$ cat config.mk
export PLATFORM = sky130hd
export DESIGN_NAME = ordinator_arb
export DESIGN_NICKNAME = d
export VERILOG_FILES = /design/src/rtl/ord_pkg.sv /design/src/rtl/ord_rr_pick.sv /design/src/rtl/ordinator_arb.sv
export SDC_FILE = /design/constraint.sdc
export NUM_CORES = 1
export LEC_CHECK = 0
export ABC_AREA = 1
export CAP_MARGIN = 10
export CORE_ASPECT_RATIO = 0.75
export CORE_MARGIN = 5
export CORE_UTILIZATION = 30
export DETAILED_ROUTE_END_ITERATION = 16
export GPL_TIMING_DRIVEN = 0
export PLACE_DENSITY_LB_ADDON = 0.08
export RECOVER_POWER = 25
export SLEW_MARGIN = 10
export SYNTH_ARGS = -nofsm -noshare
export SYNTH_HDL_FRONTEND = slang
export SYNTH_HIERARCHICAL = 1
export SYNTH_SLANG_ARGS = --single-unit
$ cat constraint.sdc
create_clock -name clk -period 4.4 [get_ports clk]
set_input_delay 0.88 -clock clk [delete_from_list [all_inputs] [get_ports clk]]
set_output_delay 0.88 -clock clk [all_outputs]
set_load 0.05 [all_outputs]
$ cat src/rtl/ord_pkg.sv
// ord_pkg: shared operator codes, arbiter state encoding and helpers for the ordinator arbiter
package ord_pkg;
  localparam logic TRUE  = 1'b1;
  localparam logic FALSE = 1'b0;
  localparam logic [7:0] OPERATOR_ADD = 8'd0;
  localparam logic [7:0] OPERATOR_SUB = 8'd1;
  localparam logic [7:0] OPERATOR_EQL = 8'd2;
  localparam logic [7:0] OPERATOR_ERR = 8'd3;
  typedef enum logic [2:0] {IDLE, CLEAR, FEED, WAIT, DONE, ABORT} arb_state_t;
  function automatic logic is_term(input logic [7:0] t);
    return t == OPERATOR_EQL || t == OPERATOR_ERR;
  endfunction
endpackage

$ cat src/rtl/ord_rr_pick.sv
// ord_rr_pick: combinational rotate-priority picker, first set request at or above ptr with wrap
module ord_rr_pick
  import ord_pkg::*;
#(
  parameter int N = 4,
  parameter int W = $clog2(N)
) (
  input  logic [N-1:0] req,
  input  logic [W-1:0] ptr,
  output logic [N-1:0] gnt,
  output logic [W-1:0] idx
);
  logic [W-1:0] j;
  // Walk from the farthest offset down so the nearest request to ptr is the last writer
  always_comb begin
    gnt = '0;
    idx = '0;
    j = '0;
    for (int i = N - 1; i >= 0; i--) begin
      j = W'((int'(ptr) + i) % N);
      if (req[j]) begin
        gnt = '0;
        gnt[j] = TRUE;
        idx = j;
      end
    end
  end
endmodule

$ cat src/rtl/ordinator_arb.sv
// ordinator_arb: round-robin arbiter/sequencer sharing one serial calculator datapath among N_REQ requesters
// Optional WAIT watchdog with timeout result is built when ORD_ARB_TIMEOUT_EN is defined.
module ordinator_arb
  import ord_pkg::*;
#(
  parameter int N_REQ = 4,
  parameter int TIMEOUT_CYC = 255
) (
  input  logic               clk,
  input  logic               reset,
  input  logic [N_REQ-1:0]   req,
  input  logic [N_REQ-1:0]   tok_valid,
  input  logic [8*N_REQ-1:0] tok_data,
  output logic [N_REQ-1:0]   tok_ready,
  output logic [N_REQ-1:0]   grant,
  output logic [N_REQ-1:0]   resp_valid,
  output logic [7:0]         resp_data,
  output logic               resp_err,
  output logic [7:0]         calc_in,
  output logic               calc_en,
  output logic               calc_clr,
  input  logic [7:0]         calc_result,
  input  logic               calc_ready
);
  localparam int IW = $clog2(N_REQ);
  arb_state_t state, nxt;
  logic [IW-1:0] ptr, g, idx_p;
  logic [N_REQ-1:0] gnt_p, g_oh;
  logic op_pos, own_req, accept, rdy, to_hit;
  logic [7:0] tok;
  ord_rr_pick #(.N(N_REQ)) u_pick (.req(req), .ptr(ptr), .gnt(gnt_p), .idx(idx_p));
  assign own_req = req[g];
  assign tok = tok_data[{g, 3'b000} +: 8];
  assign accept = state == FEED && own_req && tok_valid[g];
  // calc_en high means the terminator is only now reaching the datapath, so ready is stale
  assign rdy = calc_ready && !calc_en;
  assign grant = state != IDLE ? g_oh : '0;
  assign tok_ready = state == FEED && own_req ? g_oh : '0;
  assign resp_valid = state == DONE ? g_oh : '0;
  assign calc_clr = state == CLEAR || state == ABORT || (state == DONE && resp_err);
  always_comb begin
    nxt = state;
    case (state)
      IDLE:    nxt = |req ? CLEAR : IDLE;
      CLEAR:   nxt = FEED;
      FEED:    nxt = !own_req ? ABORT : accept && op_pos && is_term(tok) ? WAIT : FEED;
      WAIT:    nxt = !own_req ? ABORT : rdy || to_hit ? DONE : WAIT;
      default: nxt = IDLE;
    endcase
  end
  always_ff @(posedge clk or negedge reset) begin
    if (!reset) begin
      state <= IDLE;
      ptr <= '0;
      g <= '0;
      g_oh <= '0;
      op_pos <= FALSE;
      calc_in <= '0;
      calc_en <= FALSE;
      resp_data <= '0;
    end else begin
      state <= nxt;
      calc_en <= accept;
      if (accept) calc_in <= tok;
      op_pos <= state == CLEAR ? FALSE : accept ? ~op_pos : op_pos;
      if (state == IDLE) begin
        g <= idx_p;
        g_oh <= gnt_p;
      end
      if (state == DONE || state == ABORT) ptr <= g == IW'(N_REQ - 1) ? '0 : g + 1'b1;
      if (state == WAIT && nxt == DONE) resp_data <= to_hit ? 8'd0 : calc_result;
    end
  end
`ifdef ORD_ARB_TIMEOUT_EN
  localparam int CW = $clog2(TIMEOUT_CYC + 1);
  logic [CW-1:0] cnt;
  logic err_q;
  assign to_hit = state == WAIT && !rdy && cnt == CW'(TIMEOUT_CYC - 1);
  assign resp_err = err_q;
  always_ff @(posedge clk or negedge reset) begin
    if (!reset) begin
      cnt <= '0;
      err_q <= FALSE;
    end else begin
      cnt <= state == WAIT ? cnt + 1'b1 : '0;
      if (state == WAIT && nxt == DONE) err_q <= to_hit;
    end
  end
`else
  assign to_hit = FALSE;
  assign resp_err = FALSE;
`endif
endmodule

==> results.py <==
metrics = {
    "status": {
        "status": "finished with violations",
        "violations": "capacitance limit, slew limit",
    },
    "timing": {
        "max_freq_mhz": 270,
        "setup_tns_ns": 0,
        "rsz0062_at_grt": "false",
        "finalSetupViolCount": 0,
        "worstMarginPinSlew_ns": 1.56,
        "timing.final.crit_period_ns": 3.70,
        "clock_skew_ns": 0.00540,
        "relSlewSlack_pct": -3.76,
        "finalCritPeriodShare_pct": 84.1,
        "hold_viol_final": 0,
        "final_max_slew_viol_count": 30,
    },
    "yosys": {
        "syn_nets": 377,
        "synth-seq-cells": 29,
        "synth_cell_types": 29,
        "ys_warn_count": 6,
        "ys_seq_area_share_pct": 33.4,
        "syn_inst": 317,
        "synth_area_um2": 2180,
        "avgSynthCellArea_um2": 6.86,
    },
    "placement": {
        "detailed_place_hpwl_um": 4880,
        "routabilityCongestion": 0.807,
        "io_buffers": 80,
        "postPlaceCellArea_um2": 3090,
    },
    "detailed_routing": {
        "drt-pass1-iter-count": 4,
        "postRouteAntennaNets": 0,
        "drt_iter0_drc": 87,
        "wirelength_um": 6080,
        "vias_per_cell": 4.39,
        "wire_per_inst_um": 12.1,
        "num_vias": 2209,
        "drc": 0,
    },
    "worst_hold_path": {
        "min_path_type": "register to register",
    },
    "clock_tree": {
        "cts_resized": 0,
        "cts_made_buffers": 5,
        "clk_latency_ns": 0.28,
        "clkTransAtPathRegs_ns": 0.06,
        "post_cts_buffers": 0,
        "clkSinkCount": 29,
        "htree_levels": 2,
        "cts_hold_buf": 0,
        "cts_tree": "done",
        "clockRootBuffer": "clkbuf_8",
        "clockBufferDepth": 2,
    },
    "worst_setup_path": {
        "critPathMaxFanout": 5,
        "arrival_ns": 2.82,
        "slowest_delay_ns": 0.82,
        "crit_slowest_cell": "clkdlybuf4s50_1",
        "crit_top_cell": "clkdlybuf4s50_1",
        "critPathLaunchType": "input port",
        "crit_family": "buffers and inverters",
        "cp_num_buf_inv": 3,
        "worstSetupPathType": "input port to primary output",
        "crit_path_end_kind": "primary output",
        "rrSetupSlack_ns": 2.31,
        "path_cells": "clkdlybuf4s50_1, nand2_1, nand3_1, nand2_4, nor2_4, inv_1, nor2_1, clkdlybuf4s50_1",
        "crit_required_ns": 3.52,
    },
    "floorplan": {
        "coreArea_um2": 6930,
        "io_pins": 82,
        "die_area_um2": 9070,
        "start_util_pct": 31.4,
        "die_height_um": 83.8,
        "row_count": 26,
        "die_w_um": 108,
    },
    "global_route": {
        "use_met2_pct": 18.7,
        "busiest_layer": "met1",
        "antenna_found_initial": 0,
        "grt_pass1_wl_um": 10100,
        "first_global_vias": 2166,
        "grt_use_met3_pct": 6.88,
        "grtUsageTotal_pct": 13.7,
        "grt_max_degree": 30,
        "met1_usage_pct": 19.3,
        "grt_overflow": 0,
    },
    "pwr": {
        "ir_drop_mv": 0.226,
        "sw_frac_of_total_pct": 53.1,
        "clock_power_share_pct": 12.0,
        "power_mw": 2.36,
        "switching_power_mw": 1.25,
        "pwr_density_cell_nw_per_um2": 736,
        "p_leak_nw": 1.55,
        "pwr-share-seq_pct": 20.1,
        "internal-power_mw": 1.11,
        "p_comb_share_pct": 67.9,
    },
    "run": {
        "drv_cap": 1,
    },
    "layout": {
        "drive_above_1_share_pct": 12.1,
        "multi_input_area_um2": 1240,
        "n_antenna_cell": 0,
        "fin_area_um2": 3210,
        "synthToLayoutAreaGrowth_pct": 47.5,
        "regArea_um2": 726,
        "layout_common_cells": "98 x nand2_1, 79 x clkdlybuf4s50_1, 39 x nor2_1, 29 x nand3_1, 29 x dfrtp_1",
        "nFillCells": 739,
        "final_common_cell": "nand2_1",
        "nNetsFinal": 464,
    },
}
## power groups by stage
| stage | Clock [mW] | Sequential [mW] | Combinational (mW) |
|---|---|---|---|
| 2_1_floorplan | 0 | 0.708 | 0.919 |
| 3_3_place_gp | 0 | 0.482 | 1.60 |
| 3_5_place_dp | 0 | 0.481 | 1.61 |
| 4_1_cts | 0.290 | 0.476 | 1.61 |
| 5_1_grt | 0.306 | 0.493 | 1.76 |
| 6_report | 0.284 | 0.475 | 1.60 |
## worst paths after layout
kind	start	end	depth (start not counted)
setup / recovery	req[1]	tok_ready[1]	8
hold / removal	resp_data[4]	resp_data[4]	2
min in group asynchronous	reset	resp_data[6]	1
hold reg to reg	resp_data[4]	resp_data[4]	2
max in group asynchronous	reset	g_oh[0]	1
setup reg to reg	ptr[0]	g_oh[0]	12
## synthesized netlist by cell type (all sizes together)
library cell / n / area, um^2
a21oi: 6 / 30.0
o21ai: 21 / 105
clkbuf: 1 / 3.75
inv: 36 / 135
ha: 9 / 113
nand3: 34 / 203
clkinv: 1 / 5.00
nor2: 44 / 206
nor3: 1 / 10.0
nand2: 112 / 480
or2: 2 / 12.5
o311ai: 1 / 8.76
o31ai: 1 / 7.51
buf: 8 / 63.8
dfrtp: 29 / 726
nand4: 8 / 50.1
a31oi: 2 / 12.5
conb: 1 / 3.75
## worst register-to-register path: cells and delay by family (launching register included)
kind            cells  cell delay [ns]
simple gates        7             0.58
buf+inv             3             0.37
compound gates      1             0.09
fa+ha+maj           1             0.37
flops               1             0.59
## final cells by class
class                   count  share of cell area [%]
flip-flops and latches     29                    22.6
plain buffers               9                    2.11
clock inverters             1                   0.936
inverters                  37                    4.37
well taps                  98                    3.82
repair buffers             80                    24.8
clock buffers               7                    2.69
multi-input cells         242                    38.7
## cell families after synthesis
family	after synthesis	share of synthesized area, %
compound gates	31	7.53
fa+ha+maj	9	5.18
buf+inv	46	9.54
flops	29	33.4
other cells	1	0.172
simple gates	201	44.2
## routing by layer
| metal | wire length [um] | vias to the layer above |
|---|---|---|
| met5 | 0 | - |
| met4 | 54 | 0 |
| met3 | 739 | 5 |
| met2 | 2280 | 78 |
| met1 | 3010 | 953 |
| li1 | - | 1173 |
## sequential cells by signal (all words and copies together) (netlist names)
signal and count:
calc_in 8, resp_data 8, g_oh 4, state 3
g 2, ptr 2, calc_en 1, op_pos 1
## metrics by stage
stage,std cells,hold slack (ns),setup WS [ns],utilization (%)
final,503,0.467,0.700,46.3
after global routing,503,0.492,0.572,46.3
after CTS,503,0.473,0.680,46.3
after detailed placement,495,0.457,0.684,44.7
after global placement,495,0.456,0.682,44.7
after floorplan,317,0.520,1.56,-
Power figures use the tool's default switching activity.
==> RTL edit: new RTL, config.mk and constraints unchanged <==
The 6 states of `arb_state_t` get a one-hot encoding in 6 bits.
--- a/src/rtl/ord_pkg.sv
+++ b/src/rtl/ord_pkg.sv
@@ -6,7 +6,7 @@
   localparam logic [7:0] OPERATOR_SUB = 8'd1;
   localparam logic [7:0] OPERATOR_EQL = 8'd2;
   localparam logic [7:0] OPERATOR_ERR = 8'd3;
-  typedef enum logic [2:0] {IDLE, CLEAR, FEED, WAIT, DONE, ABORT} arb_state_t;
+  typedef enum logic [5:0] {IDLE = 6'b000001, CLEAR = 6'b000010, FEED = 6'b000100, WAIT = 6'b001000, DONE = 6'b010000, ABORT = 6'b100000} arb_state_t;
   function automatic logic is_term(input logic [7:0] t);
     return t == OPERATOR_EQL || t == OPERATOR_ERR;
   endfunction
Formal check against the unedited RTL: no difference found for any inputs over 4 cycles, from zero or initial values and one cycle with reset low; so few cycles prove little.
==> RTL edit against the original RTL <==
The run still ends with max-capacitance violations, max-slew violations left. Routed wire length rose by 7.6%. Die area rose by 0.72%. Sequential cell count is 3 higher. Setup slack got worse by 170 ps. Critical path depth unchanged. Design area about the same. Worst hold slack better by 11 ps. Core utilization is 1.9 points lower. Total power is 15% lower. Register-to-register slack got worse by 70 ps. Area after synthesis rose by 0.81%. Clock power decreased by 14%. Critical path type unchanged.
==> RTL edit: results (changes against the original RTL) <==
| Metric | Value |
|---|---|
| Max IR drop VDD | `242.5 uV (+7.4%)` |
| Vias in the first global route | `2,203 (+1.7%)` |
| Hpwl dp | `5.080 mm (+4.1%)` |
| Share of layout cells above drive strength 1 | `0.08193 (-0.03906)` |
| Startpoint of the worst hold path | `resp_data[3]` |
| Post-synthesis net count | `388 (+2.9%)` |
| # fillers | `795 (+7.6%)` |
| Tmin final | `3866 ps (+165.7 ps)` |
| Largest net degree at the start of global routing | `33 (+10%)` |
| Post-synthesis sequential area ratio | `0.3657 (+0.03213)` |
| Leak | `1.635 nW (+5.6%)` |
| 1st-iter DRT viols | `100 (+15%)` |
| First-pass GRT wire length | `10.47 mm (+3.5%)` |
| Layout Skew | `5.005 ps (-0.3932 ps)` |
| Vias per cell | `4.403 (+0.26%)` |
| Netlist cell types | `28 (-3.4%)` |
| Status | `finished with violations` |
| Total wire length | `6.540 mm (+7.6%)` |
| Failing checks | `max-capacitance violations, max-slew violations` |
| DP Area | `3115 sq um (+0.69%)` |
| Post-synth top cells | `113 x nand2_1, 41 x inv_1, 39 x nor2_1` |
| Total GRT Usage | `0.1433 (+0.006111)` |
| Worst-margin pin slew | `1750 ps (+193.8 ps)` |
| Max-cap viol count | `1 (unchanged)` |
| Final slew viol count | `33 (+10%)` |
| Largest cells by area after synthesis | `dfrtp_1 35%, nand2_1 19%, inv_1 7.0%` |
RTL edit: tightest hold or removal path: stages, from the launching register on:
cell	delay, ps
dfrtp_1	340
nand2_1	50
nand2_1	50
RTL edit: where the power goes:
group | leakage, nW | switching (mW) | total [mW] | internal [mW]
logic | 1.17 | 0.849 | 1.30 | 0.450
registers | 0.419 | 0.0777 | 0.464 | 0.386
clock network | 0.0503 | 0.103 | 0.243 | 0.139
total | 1.64 | 1.03 | 2.01 | 0.975
RTL edit: layer usage:
metal	track usage	routed length, um	vias up
li1	-	-	1186
met1	0.2181	3392	1001
met2	0.1946	2516	79
met3	0.04254	547	6
met4	0.03440	84	0
met5	0	0	-
RTL edit: cells by family after synthesis:
kind of cell / synth area share
adders and majority gates: 0.05134
AOI/OAI and AO/OA: 0.06617
DFF: 0.3657
other: 0.001710
and+or+nand+nor: 0.3959
muxes: 0.01027
buffers and inverters: 0.1090
RTL edit: area by class of cell:
cell class,instances,share of cell area
flip-flops and latches,32,0.2498
clock buffers,7,0.03001
repair buffers,80,0.2475
plain buffers,9,0.02065
multi-input cells,241,0.3589
inverters,46,0.05378
well taps,101,0.03936
RTL edit: worst paths after layout:
kind	end	slack (ps)	cells past startpoint
setup / recovery	tok_ready[2]	530	8
max in group asynchronous	g[0]	2330	1
hold / removal	resp_data[3]	480	2
hold reg to reg	resp_data[3]	480	2
min in group asynchronous	calc_in[1]	1060	1
setup reg to reg	g_oh[1]	2240	12
RTL edit: through the flow:
stage | std cells | total power, mW | worst slack, ps
2_1_floorplan | 328 | 1.387 | 1530
3_3_place_gp | 509 | 1.768 | 550.3
3_5_place_dp | 509 | 1.773 | 538.8
4_1_cts | 516 | 2.027 | 517.8
5_1_grt | 516 | 2.204 | 335.2
6_report | 516 | 2.005 | 534.4
